## src/rtl/led_ctrl_pkg.sv

```systemverilog
// Shared definitions for the LED pattern controller: mode encodings, LED
// constants, the speed limit and the button-event priority resolver.
package led_ctrl_pkg;

    typedef enum logic [1:0] {
        MODE_COUNT = 2'd0,
        MODE_CHASE = 2'd1,
        MODE_BLINK = 2'd2,
        MODE_HOLD  = 2'd3
    } mode_e;

    // Winning button event for the current cycle.
    typedef enum logic [1:0] {
        EV_NONE,
        EV_MODE,
        EV_UP,
        EV_DOWN
    } event_e;

    localparam logic [7:0] LED_RST   = 8'h01;
    localparam logic [7:0] BLINK_A   = 8'h55;
    localparam logic [7:0] BLINK_B   = 8'hAA;
    localparam logic [1:0] MAX_SPEED = 2'd3;

    // Simultaneous events: mode beats up, up beats down; losers are dropped.
    function automatic event_e pick_event(input logic ev_mode, input logic ev_up,
                                          input logic ev_down);
        if (ev_mode)      return EV_MODE;
        else if (ev_up)   return EV_UP;
        else if (ev_down) return EV_DOWN;
        return EV_NONE;
    endfunction

    // COUNT -> CHASE -> BLINK -> HOLD -> COUNT.
    function automatic mode_e next_mode(input mode_e m);
        return mode_e'(2'(m + 2'd1));
    endfunction

endpackage

```

## src/rtl/led_pattern_ctrl_if.sv

```systemverilog
// Board-side signal bundle of the LED pattern controller: three raw buttons
// in, LED bank and current mode out. The controller uses the slave view.
interface led_pattern_ctrl_if;
    logic       btn_mode;
    logic       btn_up;
    logic       btn_down;
    logic [7:0] LED;
    logic [1:0] mode;

    modport master (output btn_mode, btn_up, btn_down, input LED, mode);
    modport slave  (input btn_mode, btn_up, btn_down, output LED, mode);
endinterface

```

## src/rtl/led_pattern_ctrl_btn_conditioner.sv

```systemverilog
// btn_conditioner: 2-FF synchroniser, optional debounce and rising-edge
// detect for one raw push button. Debounce is built when the macro
// LED_PATTERN_DEBOUNCE_EN is defined; otherwise the level follows the
// synchroniser and DB_BITS only feeds the parameter check.
module btn_conditioner
    import led_ctrl_pkg::*;
#(
    parameter int DB_BITS = 16
) (
    input  logic clk,
    input  logic rst,
    input  logic btn_i,
    output logic event_o
);

    // A counter narrower than two bits gives no usable stable time.
    if (DB_BITS < 2) begin : g_db_bits_check
        $fatal(1, "btn_conditioner: DB_BITS must be at least 2");
    end

    logic sync1_q;
    logic sync2_q;
    logic level;
    logic prev_q;
    logic event_q;

    // Two-flop synchroniser for the asynchronous pin.
    always_ff @(posedge clk) begin
        // NOTE: registers take non-blocking assignments so every flop samples pre-edge values.
        if (rst) begin
            sync1_q <= 1'b0;
            sync2_q <= 1'b0;
        end else begin
            sync1_q <= btn_i;
            sync2_q <= sync1_q;
        end
    end

`ifdef LED_PATTERN_DEBOUNCE_EN
    // Toggle after 2^DB_BITS-1 consecutive disagreeing cycles: the counter
    // reaches DB_LAST on the cycle before the final disagreeing one.
    localparam logic [DB_BITS-1:0] DB_LAST = DB_BITS'((64'd1 << DB_BITS) - 64'd2);

    logic [DB_BITS-1:0] db_cnt_q;
    logic               level_q;

    // Debounce: any agreeing cycle restarts the stable-time count.
    always_ff @(posedge clk) begin
        if (rst) begin
            db_cnt_q <= '0;
            level_q  <= 1'b0;
        end else if (sync2_q == level_q) begin
            db_cnt_q <= '0;
        end else if (db_cnt_q == DB_LAST) begin
            db_cnt_q <= '0;
            level_q  <= ~level_q;
        end else begin
            db_cnt_q <= db_cnt_q + 1'b1;
        end
    end

    assign level = level_q;
`else
    assign level = sync2_q;
`endif

    // Registered one-cycle pulse on each rising edge of the conditioned level.
    always_ff @(posedge clk) begin
        if (rst) begin
            prev_q  <= 1'b0;
            event_q <= 1'b0;
        end else begin
            prev_q  <= level;
            event_q <= level & ~prev_q;
        end
    end

    assign event_o = event_q;

endmodule

```

## src/rtl/led_pattern_ctrl.sv

```systemverilog
// led_pattern_ctrl: conditions three buttons, resolves event priority and
// runs the COUNT/CHASE/BLINK/HOLD mode machine that drives an 8-LED bank.
// Button debounce is included when LED_PATTERN_DEBOUNCE_EN is defined.
module led_pattern_ctrl
    import led_ctrl_pkg::*;
#(
    parameter int TICK_DIV = 3000000,
    parameter int DB_BITS  = 16
) (
    input  logic               clk,
    input  logic               rst,
    led_pattern_ctrl_if.slave  bus
);

    // The fastest speed divides the step period by 8.
    if (TICK_DIV < 8) begin : g_tick_div_check
        $fatal(1, "led_pattern_ctrl: TICK_DIV must be at least 8");
    end

    localparam int TW = $clog2(TICK_DIV + 1);

    logic   ev_mode;
    logic   ev_up;
    logic   ev_down;
    event_e ev;

    btn_conditioner #(.DB_BITS(DB_BITS)) u_cond_mode (
        .clk     (clk),
        .rst     (rst),
        .btn_i   (bus.btn_mode),
        .event_o (ev_mode)
    );

    btn_conditioner #(.DB_BITS(DB_BITS)) u_cond_up (
        .clk     (clk),
        .rst     (rst),
        .btn_i   (bus.btn_up),
        .event_o (ev_up)
    );

    btn_conditioner #(.DB_BITS(DB_BITS)) u_cond_down (
        .clk     (clk),
        .rst     (rst),
        .btn_i   (bus.btn_down),
        .event_o (ev_down)
    );

    assign ev = pick_event(ev_mode, ev_up, ev_down);

    mode_e         mode_q,        mode_d;
    logic [7:0]    count_q,       count_d;
    logic [1:0]    speed_q,       speed_d;
    logic [2:0]    chase_pos_q,   chase_pos_d;
    logic          chase_up_q,    chase_up_d;
    logic          blink_phase_q, blink_phase_d;
    logic [7:0]    led_q,         led_d;
    logic [TW-1:0] tick_cnt_q,    tick_cnt_d;
    logic [TW-1:0] period;
    logic          tick;

    // Step period shrinks by a power of two per speed level.
    assign period = TW'(TICK_DIV) >> speed_q;
    assign tick   = (tick_cnt_q == period - 1'b1);

    // Next-state logic: one winning event, otherwise a pattern tick.
    always_comb begin
        // NOTE: every combinational output gets a default first so no latch is inferred.
        mode_d        = mode_q;
        count_d       = count_q;
        speed_d       = speed_q;
        chase_pos_d   = chase_pos_q;
        chase_up_d    = chase_up_q;
        blink_phase_d = blink_phase_q;
        led_d         = led_q;
        tick_cnt_d    = tick ? '0 : tick_cnt_q + 1'b1;

        case (ev)
            EV_MODE: begin
                mode_d = next_mode(mode_q);
                case (mode_d)
                    MODE_COUNT: led_d = count_q;
                    MODE_CHASE: begin
                        chase_pos_d = 3'd0;
                        chase_up_d  = 1'b1;
                        led_d       = LED_RST;
                    end
                    MODE_BLINK: begin
                        blink_phase_d = 1'b0;
                        led_d         = BLINK_A;
                    end
                    default: ;  // HOLD keeps the LEDs as they are
                endcase
            end
            EV_UP: begin
                if (mode_q == MODE_COUNT) begin
                    count_d = count_q + 8'd1;
                    led_d   = count_q + 8'd1;
                end else if (mode_q != MODE_HOLD && speed_q != MAX_SPEED) begin
                    speed_d = speed_q + 2'd1;
                end
            end
            EV_DOWN: begin
                if (mode_q == MODE_COUNT) begin
                    count_d = count_q - 8'd1;
                    led_d   = count_q - 8'd1;
                end else if (mode_q != MODE_HOLD && speed_q != 2'd0) begin
                    speed_d = speed_q - 2'd1;
                end
            end
            default: begin
                // A tick only acts in a cycle with no winning event.
                if (tick && mode_q == MODE_CHASE) begin
                    if (chase_up_q) begin
                        if (chase_pos_q == 3'd7) begin
                            chase_up_d  = 1'b0;
                            chase_pos_d = 3'd6;
                        end else begin
                            chase_pos_d = chase_pos_q + 3'd1;
                        end
                    end else begin
                        if (chase_pos_q == 3'd0) begin
                            chase_up_d  = 1'b1;
                            chase_pos_d = 3'd1;
                        end else begin
                            chase_pos_d = chase_pos_q - 3'd1;
                        end
                    end
                    led_d = LED_RST << chase_pos_d;
                end else if (tick && mode_q == MODE_BLINK) begin
                    blink_phase_d = ~blink_phase_q;
                    led_d         = blink_phase_q ? BLINK_A : BLINK_B;
                end
            end
        endcase

        // A new mode or speed starts a full fresh period.
        if (mode_d != mode_q || speed_d != speed_q) begin
            tick_cnt_d = '0;
        end
    end

    // Mode FSM and pattern state, synchronous reset.
    always_ff @(posedge clk) begin
        if (rst) begin
            mode_q        <= MODE_COUNT;
            count_q       <= LED_RST;
            speed_q       <= 2'd0;
            chase_pos_q   <= 3'd0;
            chase_up_q    <= 1'b1;
            blink_phase_q <= 1'b0;
            led_q         <= LED_RST;
            tick_cnt_q    <= '0;
        end else begin
            mode_q        <= mode_d;
            count_q       <= count_d;
            speed_q       <= speed_d;
            chase_pos_q   <= chase_pos_d;
            chase_up_q    <= chase_up_d;
            blink_phase_q <= blink_phase_d;
            led_q         <= led_d;
            tick_cnt_q    <= tick_cnt_d;
        end
    end

    assign bus.LED  = led_q;
    assign bus.mode = mode_q;

endmodule

```

## src/flat_wrapper.sv

```systemverilog
// flat-port wrapper written by rule: the top's interface ports become plain ports
module led_pattern_ctrl_flat import led_ctrl_pkg::*;
#(
    parameter int TICK_DIV = 3000000,
    parameter int DB_BITS  = 16
)
  (clk, rst, bus_btn_mode, bus_btn_up, bus_btn_down, bus_LED, bus_mode);
  led_pattern_ctrl_if bus_i ();
  input  logic clk;
  input  logic rst;
  input wire logic [$bits(bus_i.btn_mode)-1:0] bus_btn_mode;
  input wire logic [$bits(bus_i.btn_up)-1:0] bus_btn_up;
  input wire logic [$bits(bus_i.btn_down)-1:0] bus_btn_down;
  output wire logic [$bits(bus_i.LED)-1:0] bus_LED;
  output wire logic [$bits(bus_i.mode)-1:0] bus_mode;
  assign bus_i.btn_mode = bus_btn_mode;
  assign bus_i.btn_up = bus_btn_up;
  assign bus_i.btn_down = bus_btn_down;
  assign bus_LED = bus_i.LED;
  assign bus_mode = bus_i.mode;
  led_pattern_ctrl #(.TICK_DIV(TICK_DIV), .DB_BITS(DB_BITS)) u_core (.clk(clk), .rst(rst), .bus(bus_i));
endmodule
```

## config.mk

```make
export PLATFORM = sky130hd
export DESIGN_NAME = led_pattern_ctrl_flat
export DESIGN_NICKNAME = d
export VERILOG_FILES = /design/src/rtl/led_ctrl_pkg.sv /design/src/rtl/led_pattern_ctrl_if.sv /design/src/rtl/led_pattern_ctrl_btn_conditioner.sv /design/src/rtl/led_pattern_ctrl.sv /design/src/flat_wrapper.sv
export SDC_FILE = /design/constraint.sdc
export NUM_CORES = 1
export LEC_CHECK = 0
export CORE_MARGIN = 2
export CORE_UTILIZATION = 56
export DETAILED_ROUTE_END_ITERATION = 8
export HOLD_SLACK_MARGIN = 0.12
export PLACE_DENSITY = 0.85
export SYNTH_ARGS = -nofsm -noshare
export SYNTH_HDL_FRONTEND = slang
export SYNTH_HIERARCHICAL = 1
export SYNTH_SLANG_ARGS = --single-unit
```

## constraint.sdc

```tcl
create_clock -name clk -period 3.35 [get_ports clk]
set_input_delay 0.67 -clock clk [delete_from_list [all_inputs] [get_ports clk]]
set_output_delay 0.67 -clock clk [all_outputs]
set_load 0.05 [all_outputs]
```

==> impl_metrics.json, run 1 <==
{
  "multi_input_area_mm2": 0.002074,
  "peakVddDrop_v": 0.0002458,
  "grt_use_total_pct": 23.64,
  "n_antenna_cell": 0,
  "cts_setup_buffers": 0,
  "async_flop_share_pct": 0,
  "cts_buffers": 9,
  "clk_path_buf_depth": 2,
  "start_util_pct": 57.84,
  "grt_max_degree": 40,
  "synth-simple-area-share_pct": 26.67,
  "place_area_mm2": 0.003606,
  "grt_pass1_vias": 2661,
  "crit_required_ns": 3.53,
  "worst_pin_slew_ns": 1.233,
  "synth.area.mux_share_pct": 1.242,
  "synth_edf_count": 0,
  "hold_viol_final": 0,
  "synth_xor_area_share_pct": 8.951,
  "dp_cells": 488,
  "total_power_mw": 1.465,
  "viasPerCell": 6.034,
  "rsz0062_at_grt": "false",
  "whs_ns": 0.3987,
  "path_class": "flip-flop to flip-flop",
  "nFillCells": 519,
  "leakage_nw": 1.371,
  "path_buf_inv": 1,
  "grt_pass1_wl_mm": 12.19,
  "post_cts_resized": 0,
  "min_period_over_period_pct": 88.85,
  "status": "complete, no violations",
  "hp-start": "u_core/u_cond_down/prev_q$_SDFF_PP0_",
  "wire_per_inst_um": 15.02,
  "min_path_type": "flip-flop to flip-flop",
  "wirelength_mm": 7.557,
  "syn-num-nets": 440,
  "setup_ws_ns": 0.3735,
  "report.final.slew_viol_count": 0,
  "seq_area_frac_synth_pct": 34.49,
  "overflow": 0,
  "crit_start": "u_core/speed_q[1]$_SDFF_PP0_",
  "arrival_ns": 3.16,
  "final-setup-viol-count": 0,
  "gp_congestion": 0.8943,
  "ys_warn_count": 6,
  "first_pass_iters": 5,
  "numClockSinks": 59,
  "dr_total_vias": 3035,
  "syn_inst": 414,
  "antenna_found_initial": 0,
  "synthesis.area_mm2": 0.003425,
  "r2r_slack_ns": 0.37,
  "ios": 15,
  "cp_cell_sequence": "inv_1 > ha_1 > or3_1 > nand2_1 > nand4_1 > or3_1 > o31ai_1 > a221oi_1",
  "tns_ns": 0,
  "drc": 0,
  "fin_crit_ns": 2.976,
  "power.density_mw_per_mm2": 387.2,
  "numPortBuffers": 14,
  "r2r_start": "u_core/speed_q[1]$_SDFF_PP0_",
  "fin_util_pct": 63.93,
  "synth_top_family_by_area": "simple AND/OR/NAND/NOR gates",
  "ys_types": 54,
  "cts_tree": "built",
  "ctsHoldBuffers": 0,
  "core-area_mm2": 0.005921,
  "clk_latency_ns": 0.33,
  "critPathTopFamily": "simple AND/OR/NAND/NOR gates",
  "stdcell_count": 503,
  "timing.fmax_mhz": 336.0,
  "drv_cap": 0,
  "endpoint_kind": "flip-flop",
  "cts-root-buf": "clkbuf_8",
  "dieWidth_um": 82.20,
  "syn2layout_area_growth_pct": 10.52,
  "layout.nets": 450,
  "cp_common_cell": "or3_1",
  "synth_compound_area_share_pct": 16.04,
  "path_max_fanout": 7,
  "drive_above_1_share_pct": 6.542,
  "ys.flop_type": "dfxtp_1",
  "dp_hpwl_mm": 5.322,
  "register_area_mm2": 0.001181,
  "cp-start-kind": "flip-flop",
  "detail-route-antenna-nets": 0,
  "die_h_um": 82.20,
  "die_area_mm2": 0.006757,
  "htree_levels": 3,
  "drt_iter0_markers": 291,
  "relSlewSlack_pct": 17.60,
  "critPathMaxStageDelay_ns": 0.55,
  "skew_ns": 0.006976,
  "ys_seq_elements": 59,
  "clk_pin_slew_worst_paths_ns": 0.06,
  "rows": 28,
  "slowest_stage": "o31ai_1",
  "pre_cts_ws_ns": 0.4483,
  "fin_area_mm2": 0.003785,
  "synth_fa_ha_area_share_pct": 7.673,
  "syn_avg_cell_area_um2": 8.272
}
-- where the power goes --
part           internal [mW]  leakage (nW)  switching (mW)  total, mW
combinational         0.0523         0.797          0.0908      0.143
sequential             0.722         0.479          0.0185      0.741
clock                  0.322        0.0953           0.259      0.581
total                   1.10          1.37           0.368       1.47
-- cells in the mapped netlist, types with 6 or more instances --
cell | number | area, um2
nor2b_1 | 14 | 87.58
nor3_1 | 6 | 30.03
nand3_1 | 15 | 75.07
o21ai_0 | 13 | 65.06
inv_1 | 27 | 101.4
and3_1 | 10 | 62.56
ha_1 | 21 | 262.8
a31oi_1 | 6 | 37.54
nand4_1 | 8 | 50.05
nand2_1 | 21 | 78.83
a221oi_1 | 8 | 70.07
dfxtp_1 | 59 | 1181
xnor2_1 | 21 | 183.9
xor2_1 | 14 | 122.6
a21oi_1 | 25 | 125.1
nor2_1 | 55 | 206.5
clkbuf_1 | 13 | 48.80
-- logic make-up after synthesis --
group / count (synthesis)
AOI/OAI and AO/OA: 82
muxes: 4
DFF: 59
buffers and inverters: 44
adders and majority gates: 21
xor gates and xnor gates: 35
and+or+nand+nor: 169
-- layout make-up --
class	instances	area share (%)
inverters	27	2.678
clock inverters	2	0.2645
multi-input cells	311	54.81
clock buffers	13	4.463
flip-flops and latches	59	31.21
repair buffers	16	4.099
well taps	75	2.479
-- path summary, 6_finish.rpt --
kind,to,depth (start not counted)
hold / removal,u_core/u_cond_down/event_o$_SDFF_PP0_,1
hold reg to reg,u_core/u_cond_down/event_o$_SDFF_PP0_,1
setup reg to reg,u_core/bus.LED[3]$_SDFFE_PP0P_,8
setup / recovery,u_core/bus.LED[3]$_SDFFE_PP0P_,8
-- cell usage in the layout (no fill, tap or decap), types with 12 or more instances in the layout --
cell	netlist	final
dfxtp_1	59	59
nor2_1	55	55
inv_1	27	27
a21oi_1	25	25
nand2_1	21	21
xnor2_1	21	21
ha_1	21	21
nand3_1	15	15
clkdlybuf4s50_1	0	14
xor2_1	14	14
nor2b_1	14	14
o21ai_0	13	13
clkbuf_8	0	12
-- sequential cells by signal, indices dropped and copies added (netlist names), 2 cells and up, named ones only --
| signal | cells |
|---|---|
| u_core/tick_cnt_q | 22 |
| u_core/chase_pos_q | 3 |
| u_core/speed_q | 2 |
| u_core/bus.LED | 8 |
| u_core/count_q | 8 |
-- per-layer routing --
layer | global-route usage (%) | routed length (um) | vias to the layer above
li1 | - | - | 1480
met1 | 28.54 | 3338 | 1422
met2 | 39.11 | 3629 | 123
met3 | 6.522 | 466 | 10
met4 | 10.50 | 122 | 0
met5 | 0 | 0 | -
No activity file was read; power rests on OpenSTA's default activity.
==> run 2: changes to the inputs <==
CORE_ASPECT_RATIO = 0.7   (was unset)
==> run 2 against run 1 <==
Against the previous run: clock-buffer cell count shrank 3; sequential cell count is the same; cell count grew 0.20%; total power grew 9.5%; via count shrank 1.4%; clock power grew 24%; register-to-register slack is essentially flat; critical path depth is the same; global-route usage grew 0.46 points; sequential power is essentially flat; routed wire length grew 4.3%; non-clock buffer count is the same; critical endpoint is now u_core/bus.LED[1]$_SDFFE_PP0P_; highest routed layer unchanged.
==> impl_metrics.json, run 2 (synthesis gave the netlist of run 1 again) <==
{
  "leakage_nw": 1.383,
  "numPortBuffers": 14,
  "layout_commonest_cell": "dfxtp_1",
  "grt_pass1_vias": 2751,
  "arrival_ns": 3.17,
  "start_util_pct": 58.91,
  "clk_path_buf_depth": 2,
  "path_depth": 8,
  "dieWidth_um": 97.47,
  "drv_cap": 0,
  "register_area_mm2": 0.001181,
  "grt_max_degree": 40,
  "cts_setup_buffers": 0,
  "die_area_mm2": 0.006767,
  "timing.fmax_mhz": 336.4,
  "cts_buffers": 9,
  "cts_tree": "built",
  "tns_ns": 0,
  "endpoint_kind": "flip-flop",
  "ctsHoldBuffers": 0,
  "detail-route-antenna-nets": 0,
  "power.density_mw_per_mm2": 419.6,
  "p_clk_share_pct": 45.0,
  "peakVddDrop_v": 0.0002752,
  "viasPerCell": 5.940,
  "n_antenna_cell": 0,
  "status": "complete, no violations",
  "post_cts_resized": 0,
  "largest_reg_flops": 22,
  "grt_pass1_wl_mm": 13.19,
  "ios": 15,
  "rsz0062_at_grt": "false",
  "critPathMaxStageDelay_ns": 0.51,
  "syn2layout_area_growth_pct": 11.66,
  "antenna_found_initial": 0,
  "slowest_stage": "o31ai_1",
  "final-setup-viol-count": 0,
  "path_buf_inv": 1,
  "min_period_over_period_pct": 88.74,
  "setup_ws_ns": 0.3773,
  "numClockSinks": 59,
  "path_class": "flip-flop to flip-flop",
  "r2r_slack_ns": 0.38,
  "dr_total_vias": 2994,
  "fin_area_mm2": 0.003824,
  "relSlewSlack_pct": 23.38,
  "drc": 0,
  "cp_cell_sequence": "inv_1 > ha_1 > or3_1 > nand2_1 > nand4_1 > or3_1 > o31ai_1 > a221oi_1",
  "clk_pin_slew_worst_paths_ns": 0.07,
  "place_area_mm2": 0.003606,
  "gp_congestion": 0.9878,
  "die_h_um": 69.43,
  "r2r_cells": 8,
  "crit_required_ns": 3.55,
  "overflow": 0,
  "rows": 23,
  "wire_per_inst_um": 15.64,
  "first_pass_iters": 5,
  "skew_ns": 0.007275,
  "internal_power_mw": 1.192,
  "switching_power_uw": 412.1,
  "final_cell_mix": "59 x dfxtp_1, 55 x nor2_1, 27 x inv_1, 25 x a21oi_1",
  "dp_hpwl_mm": 5.491,
  "multi_input_area_mm2": 0.002074,
  "regMostFlops": "u_core/tick_cnt_q",
  "drive_above_1_share_pct": 6.760,
  "grt_use_total_pct": 24.10,
  "wirelength_mm": 7.883,
  "min_path_type": "flip-flop to flip-flop",
  "worst_pin_slew_ns": 1.147,
  "htree_levels": 3,
  "pre_cts_ws_ns": 0.4289,
  "report.final.slew_viol_count": 0,
  "critPathTopFamily": "simple AND/OR/NAND/NOR gates",
  "cts-root-buf": "clkbuf_8",
  "total_power_mw": 1.604,
  "cp-start-kind": "flip-flop",
  "cp_common_cell": "or3_1",
  "switching_share_pct": 25.69,
  "clk_latency_ns": 0.36,
  "hold_viol_final": 0,
  "r2r_start": "u_core/speed_q[1]$_SDFF_PP0_",
  "layout.nets": 450,
  "core-area_mm2": 0.005813,
  "path_max_fanout": 7,
  "fin_crit_ns": 2.973,
  "crit_start": "u_core/speed_q[1]$_SDFF_PP0_",
  "power_frac_seq_pct": 46.2,
  "combPwrFrac_pct": 8.9,
  "rr_endpoint": "u_core/bus.LED[1]$_SDFFE_PP0P_",
  "nFillCells": 513,
  "drt_iter0_markers": 197,
  "crit_path_end": "u_core/bus.LED[1]$_SDFFE_PP0P_"
}
## run 2: changes by cell type in the layout (fill, tap and decap cells not counted)
cell	previous run	this run
bufinv_16	0	2
clkinvlp_4	0	1
clkbuf_8	12	9
clkinv_2	2	1
clkinv_4	0	2
## run 2: power by group through the flow
| stage | clock network [mW] | registers [mW] | logic, mW |
|---|---|---|---|
| 2_1_floorplan | 0 | 0.777 | 0.0765 |
| 3_3_place_gp | 0 | 0.755 | 0.137 |
| 3_5_place_dp | 0 | 0.756 | 0.141 |
| 4_1_cts | 0.731 | 0.741 | 0.142 |
| 5_1_grt | 0.767 | 0.744 | 0.154 |
| 6_report | 0.721 | 0.741 | 0.142 |
## run 2: area by class of cell
| type | instances | area share (%) |
|---|---|---|
| well taps | 75 | 2.454 |
| clock buffers | 10 | 3.338 |
| flip-flops and latches | 59 | 30.89 |
| repair buffers | 16 | 4.058 |
| multi-input cells | 311 | 54.25 |
| clock inverters | 6 | 2.356 |
| inverters | 27 | 2.651 |
## run 2: through the flow
stage	hold slack, ns	cells	util, %
floorplan	0.3868	414	-
global placement	0.3927	488	62.03
detailed placement	0.4058	488	62.03
CTS	0.4165	504	65.78
global route	0.4248	504	65.78
finish	0.4125	504	65.78
## run 2: worst min path at each step
| stage | start | end | depth (start not counted) |
|---|---|---|---|
| 5_1_grt | u_core/u_cond_up/prev_q$_SDFF_PP0_ | u_core/u_cond_up/event_o$_SDFF_PP0_ | 1 |
| 3_5_place_dp | u_core/u_cond_down/prev_q$_SDFF_PP0_ | u_core/u_cond_down/event_o$_SDFF_PP0_ | 1 |
| 2_1_floorplan | u_core/u_cond_down/prev_q$_SDFF_PP0_ | u_core/u_cond_down/event_o$_SDFF_PP0_ | 1 |
| 3_3_place_gp | u_core/u_cond_mode/prev_q$_SDFF_PP0_ | u_core/u_cond_mode/event_o$_SDFF_PP0_ | 1 |
| 4_1_cts | u_core/u_cond_down/prev_q$_SDFF_PP0_ | u_core/u_cond_down/event_o$_SDFF_PP0_ | 1 |
| 6_report | u_core/u_cond_down/prev_q$_SDFF_PP0_ | u_core/u_cond_down/event_o$_SDFF_PP0_ | 1 |
## run 2: per-layer routing
metal | wire, um | track usage [%] | vias up
li1 | - | - | 1485
met1 | 3995 | 35.45 | 1392
met2 | 3215 | 33.79 | 105
met3 | 556 | 7.560 | 12
met4 | 114 | 6.790 | 0
met5 | 0 | 0 | -
==> run 3: changes to the inputs <==
SKIP_CTS_REPAIR_TIMING = 1   (was unset)
==> results of run 3 <==
Final layout, timing and power as in run 2 (identical DEF).
